===== config.mk =====
export PLATFORM = sky130hd
export DESIGN_NAME = kcounter_ctrl
export DESIGN_NICKNAME = d
export VERILOG_FILES = /design/src/rtl/kcounter_ctrl.sv
export SDC_FILE = /design/constraint.sdc
export NUM_CORES = 1
export LEC_CHECK = 0
export ABC_CLOCK_PERIOD_IN_PS = 1830
export CORE_MARGIN = 3
export CORE_UTILIZATION = 38
export CTS_BUF_LIST = sky130_fd_sc_hd__clkbuf_16
export DETAILED_ROUTE_END_ITERATION = 8
export PLACE_DENSITY = 0.73
export SYNTH_ARGS = -nofsm -noshare
export SYNTH_HDL_FRONTEND = slang
export SYNTH_SLANG_ARGS = --single-unit

===== constraint.sdc =====
create_clock -name fpga_clk_i -period 1.83 [get_ports fpga_clk_i]
set_input_delay 0.366 -clock fpga_clk_i [delete_from_list [all_inputs] [get_ports fpga_clk_i]]
set_output_delay 0.366 -clock fpga_clk_i [all_outputs]
set_load 0.05 [all_outputs]

===== src/rtl/kcounter_ctrl.sv =====
// kcounter_ctrl: ADPLL K-counter sequencer issuing count instructions and carry/borrow pulses.
// Optional lock detector built when KCOUNTER_LOCK_DETECT_EN is defined; otherwise locked_o is 0.
module kcounter_ctrl #(
  parameter int WIDTH = 5,
  parameter int LOCK_WINDOW = 64
) (
  input  logic                    fpga_clk_i,
  input  logic                    reset_i,
  input  logic                    enable_i,
  input  logic                    pd_up_i,
  input  logic                    pd_dn_i,
  input  logic [WIDTH-2:0]        threshold_i,
  input  logic signed [WIDTH-1:0] counter_val_i,
  output logic [1:0]              count_instr_o,
  output logic                    clear_o,
  output logic                    carry_o,
  output logic                    borrow_o,
  output logic                    locked_o
);
  typedef enum logic [1:0] {IDLE, COUNT, CLEAR, SETTLE} state_t;
  // Clamp keeps the one in-flight step after detection from wrapping the counter
  localparam logic signed [WIDTH-1:0] KMAX = WIDTH'(2**(WIDTH-1)-2);
  state_t state, state_n;
  logic signed [WIDTH-1:0] k, kn;
  logic up, dn, clear_n;
  logic [1:0] instr_n;
  always_comb begin
    k = ({1'b0, threshold_i} > KMAX) ? KMAX : {1'b0, threshold_i};
    kn = -k;
    up = enable_i && state == COUNT && k != '0 && counter_val_i >= k;
    dn = enable_i && state == COUNT && k != '0 && counter_val_i <= kn;
    state_n = !enable_i ? IDLE :
              state == IDLE ? COUNT :
              state == COUNT ? ((up || dn) ? CLEAR : COUNT) :
              state == CLEAR ? SETTLE : COUNT;
    instr_n = state_n != COUNT ? 2'b00 :
              (pd_up_i && !pd_dn_i) ? 2'b01 :
              (pd_dn_i && !pd_up_i) ? 2'b10 : 2'b00;
    clear_n = state_n == IDLE || state_n == CLEAR;
  end
  always_ff @(posedge fpga_clk_i) begin
    if (reset_i) begin
      state <= IDLE;
      count_instr_o <= 2'b00;
      clear_o <= 1'b1;
      carry_o <= 1'b0;
      borrow_o <= 1'b0;
    end else begin
      state <= state_n;
      count_instr_o <= instr_n;
      clear_o <= clear_n;
      carry_o <= up;
      borrow_o <= dn;
    end
  end
`ifdef KCOUNTER_LOCK_DETECT_EN
  localparam int LW = $clog2(LOCK_WINDOW + 1);
  localparam logic [LW-1:0] LMAX = LW'(LOCK_WINDOW);
  logic [LW-1:0] lock_cnt, lock_n;
  always_comb
    lock_n = (state_n == IDLE || up || dn) ? '0 :
             (state == COUNT && lock_cnt != LMAX) ? lock_cnt + LW'(1) : lock_cnt;
  always_ff @(posedge fpga_clk_i) begin
    if (reset_i) begin
      lock_cnt <= '0;
      locked_o <= 1'b0;
    end else begin
      lock_cnt <= lock_n;
      locked_o <= lock_n == LMAX;
    end
  end
`else
  assign locked_o = 1'b0;
`endif
endmodule

# ---- After elaboration in Yosys (flattened, before gate mapping)
# Index checks and enable logic that the tools add are counted.
dict set report classes {
  add_sub_neg 1
  n_lt_le_gt_ge 3
  n_eq_ne 4
  muxes 8
  n_reduce_logical 15
}
# op n
set ops {}
lappend ops {{$mux 2} 6}
lappend ops {{$logic_and 1x1->1} 6}
lappend ops {{$ge 5x5->1} 1}
lappend ops {{$le 5x5->1} 1}
lappend ops {{$neg 4->5} 1}
lappend ops {{$reduce_bool 5->1} 1}
lappend ops {{$eq 2x2->1 const B} 2}
lappend ops {{$gt 4x4->1 const B} 1}
lappend ops {{$logic_not 2->1} 2}
lappend ops {{$mux 4} 1}
lappend ops {{$reduce_or 3->1} 1}
lappend ops {{$eq 2x1->1 const B} 1}
lappend ops {{$logic_not 1->1} 2}
lappend ops {{$logic_or 1x1->1} 2}
lappend ops {{$ne 2x1->1 const B} 1}
lappend ops {{$reduce_or 2->1} 1}
lappend ops {{$mux 1} 1}
dict set report totals {
  register_bits 7
  input_bits 14
  output_inout_bits 6
  word_cells 37
}

# ---- Depth between registers and ports, before layout
dict set report logic_depth {
  ltp_word 12
  ltp_mapped 8
  depth_no_buf 8
}

# ---- Worst setup path after synthesis
# No wires, ideal clock.
dict set report synth_path {
  path_kind {input to register}
  startpoint {input threshold_i[1]}
  endpoint {register count_instr_o[0]}
  setup_ns 0.118
  t_arrival_ns 1.855
  t_required_ns 1.712
  slack_ns -0.143
  path_stages 7
  n_path_buf 0
  path_cell_list {nor3_1 xnor2_1 ha_1 and4b_1 a2111oi_2 o21a_1 nor3_1}
}
dict set report synth_between {
  elab_chain_cells 12
  elab_cells_between_ends 16
}
# item line
set synth_lines {}
lappend synth_lines {{start, declared} 12} ;# input logic [WIDTH-2:0] threshold_i,
lappend synth_lines {{$gt 4x4->1} 28} ;# k = ({1'b0, threshold_i} > KMAX) ? KMAX : {1'b0, threshold_i};
lappend synth_lines {{$mux 4 (*)} 28}
lappend synth_lines {{$neg 4->5 / $reduce_bool 5->1 (equally long branches)} {29, 30, 31}}
lappend synth_lines {{$le 5x5->1 / $logic_and 1x1->1 (equally long branches)} {31, 30}}
lappend synth_lines {{$logic_and 1x1->1, on equally long branches} {31, 30}}
lappend synth_lines {{$logic_or 1x1->1 (*)} 34} ;# state == COUNT ? ((up || dn) ? CLEAR : COUNT) :
lappend synth_lines {{$mux 2 (*) (2 in series)} 34}
lappend synth_lines {{$mux 2 (*)} 33} ;# state == IDLE ? COUNT :
lappend synth_lines {{$mux 2 (*)} 32} ;# state_n = !enable_i ? IDLE :
lappend synth_lines {{$ne 2x1->1 (*)} 36} ;# instr_n = state_n != COUNT ? 2'b00 :
lappend synth_lines {{$reduce_or 2->1 (no source line) (*)} --}
lappend synth_lines {{end signal, assigned} 50} ;# count_instr_o <= instr_n;
lappend synth_lines {{end, declared} 14} ;# output logic [1:0] count_instr_o,
# Mark *: on every way between the ends. The rest lies on a longest branch, timed or not.
# A chain may end at the register's enable or synchronous reset.

# ---- Worst setup path in the final report
# Ends and elaborated chain as after synthesis.

==> impl_metrics.env <==
export IMPL_max_stage_delay_ns=0.27
export IMPL_crit_path_end_kind="register"
export IMPL_cts_tree="done"
export IMPL_slew_violations=0
export IMPL_reg2reg_slack_ns=0.73
export IMPL_vias_per_cell=4.94
export IMPL_antenna_found_initial=0
export IMPL_htree_levels=1
export IMPL_required_ns=1.94
export IMPL_synth_avg_cell_area_um2=8.98
export IMPL_grt_max_degree=7
export IMPL_die_w_um=44.0
export IMPL_p_per_area_nw_per_um2=738
export IMPL_multi_input_comb_area_um2=410
export IMPL_io_pins=20
export IMPL_n_fill_cell=112
export IMPL_gp_congestion=0.758
export IMPL_fin_crit_ns=1.79
export IMPL_cts_root_buf="clkbuf_16"
export IMPL_seq_area_um2=140
export IMPL_ys_ff_latch=7
export IMPL_ant_nets=0
export IMPL_netlist_area_um2=548
export IMPL_cts_path_max_buffers=2
export IMPL_start_kind="input pin"
export IMPL_skew_ns=0.00146
export IMPL_cp_arrival_ns=1.90
export IMPL_yosysSeqAreaShare_pct=25.6
export IMPL_tightestPinTransition_ns=0.499
export IMPL_worstSetupPathType="in -> reg"
export IMPL_first_pass_iters=3
export IMPL_synthDistinctLibCells=27
export IMPL_io_buffers=18
export IMPL_worstPathCellList="buf_6, nor3_2, xnor2_1, ha_4, and4b_1, a2111oi_4, o21a_1, nor3_1"
export IMPL_cts_sinks=7
export IMPL_grt_use_total_pct=14.3
export IMPL_holdWs_ns=0.600
export IMPL_regToRegEndpoint="count_instr_o[0]"
export IMPL_drc=0
export IMPL_clkLatencyLatePin_ns=0.23
export IMPL_die_h_um=44.0
export IMPL_synth_edf_count=0
export IMPL_cp_max_fo=5
export IMPL_synth_main_ff_cell="dfxtp_1"
export IMPL_die_area_um2=1930
export IMPL_critPathCapture="count_instr_o[0]"
export IMPL_syn_num_nets=83
export IMPL_yosys_warnings=0
export IMPL_max_cap_violations=0
export IMPL_place_ws_ns=-0.701
export IMPL_path_clk_slew_ns=0.04
export IMPL_syn_inst=61
export IMPL_worst_slew_margin_rel_pct=66.7
export IMPL_fmax_ghz=0.559
export IMPL_startpoint="threshold_i[1]"
export IMPL_via_count=534
export IMPL_tns_ns=0
export IMPL_grt_pass1_vias=485
export IMPL_rsz0062_at_grt="true"
export IMPL_wl_per_cell_um=11.9
export IMPL_ir_drop_uv=577
export IMPL_area_delta_synth_final_pct=71.9
export IMPL_start_util_pct=41.1
export IMPL_drive_above_1_share_pct=28.0
export IMPL_finalCritPeriodShare_pct=97.7
export IMPL_postRouteWirelength_um=1290
export IMPL_drtIter0Drc=2
export IMPL_setup_violations=0
export IMPL_p_leak_uw=0.000447
export IMPL_r2r_start="state[0]"
export IMPL_core_rowCount=13
export IMPL_finish_net_count=116
export IMPL_overflow=0
export IMPL_cp_slowest_cell="ha_4"
export IMPL_ys_async_sr_fraction_pct=0
export IMPL_dp_hpwl_um=947
export IMPL_finalHoldViolCount=0
export IMPL_core_area_um2=1330
export IMPL_status="complete, no violations"
export IMPL_hp_class="reg -> reg"
export IMPL_worst_slack_ns=0.0419
export IMPL_antenna_cells=0
export IMPL_grt_pass1_wl_um=1970
export IMPL_ff2ff_path_depth=4
export IMPL_cts_buffers=3
==> metrics by stage <==
stage | instance area [um2] | std cells | util [%] | power, uW
final | 942 | 108 | 70.6 | 695
after global placement | 812 | 102 | 60.9 | 314
after floorplan | 553 | 61 | - | 247
after global routing | 942 | 108 | 70.6 | 728
after detailed placement | 812 | 102 | 60.9 | 315
after CTS | 922 | 108 | 69.1 | 698
==> timing repair <==
action / 4_1_cts / 5_1_grt
pin swaps: 8 / 11
buffers inserted: 2 / 0
gates resized for setup: 26 / 6
hold buffers: 0 / 0
endpoints found under the setup margin: 7 / 6
==> worst max-delay path: cells and delay by family <==
| family | cells | cell delay [ns] |
|---|---|---|
| compound gates | 2 | 0.44 |
| xor+xnor | 1 | 0.20 |
| fa+ha+maj | 1 | 0.27 |
| buf+inv | 1 | 0.10 |
| simple gates | 3 | 0.51 |
==> cell type report <==
type,count,area share [%]
sequential,7,14.9
inverter,6,2.39
multi-input combinational,47,43.6
clock buffer,3,7.97
tap,15,1.99
clock inverter,1,0.398
timing repair buffer,29,28.8
==> flip-flops by register name, indices dropped and copies added (netlist names) <==
| register | cells |
|---|---|
| state | 2 |
| count_instr_o | 2 |
| carry_o | 1 |
| clear_o | 1 |
| borrow_o | 1 |
==> power by group <==
group | internal [uW] | switching, uW | total, uW | leakage, uW
clock | 284 | 77.8 | 361 | 0.0000423
combinational | 91.7 | 82.2 | 174 | 0.000348
sequential | 158 | 1.62 | 160 | 0.0000571
total | 534 | 162 | 695 | 0.000447
==> routing by layer <==
layer / share of wire (%) / wire length [um] / up-vias / track usage, %
met4: 0 / 0 / 0 / 3.61
met1: 47 / 607 / 237 / 18.0
met3: 5.3 / 68 / 0 / 6.22
met2: 48 / 614 / 13 / 22.4
li1: - / - / 284 / -
met5: 0 / 0 / - / 0
==> cells in the mapped netlist, types with 2 or more instances <==
master    n  area, um2
nand3b_1  2       15.0
o21a_1    2       15.0
o21ai_0   3       15.0
nand3_1   2       10.0
nand2_1   2       7.51
nand2b_1  4       25.0
nor3_1    6       30.0
inv_1     6       22.5
a21o_1    2       15.0
dfxtp_1   7        140
nor2_1    2       7.51
ha_1      8        100
==> worst min-delay path by stage <==
| stage | slack (ns) | cells after the start | from | end |
|---|---|---|---|---|
| floorplan | 0.45 | 1 | reset_i | carry_o |
| global placement | 0.58 | 2 | state[1] | carry_o |
| detailed placement | 0.59 | 2 | state[1] | carry_o |
| CTS | 0.61 | 2 | state[1] | carry_o |
| global route | 0.62 | 2 | state[1] | carry_o |
| finish | 0.60 | 2 | state[1] | carry_o |
==> cell families after synthesis <==
group,synth area share [%]
simple gates,30.6
compound gates,16.0
fa+ha+maj,18.3
flops,25.6
buf+inv,5.48
other cells,0.684
xor+xnor,1.60
mux,1.83
==> placed cells by master (no fill, tap or decap), types with 2 or more instances in the layout <==
master,instances
buf_4,11
clkdlybuf4s50_1,10
ha_1,7
dfxtp_1,7
inv_1,6
nor3_1,5
nand2b_1,4
clkbuf_16,3
dlymetal6s2s_1,3
nand3_1,2
o21ai_1,2
o21a_1,2
a21o_1,2
nand3b_1,2
nor2_1,2
buf_6,2
Note: power is estimated with default switching activity, not from simulation.
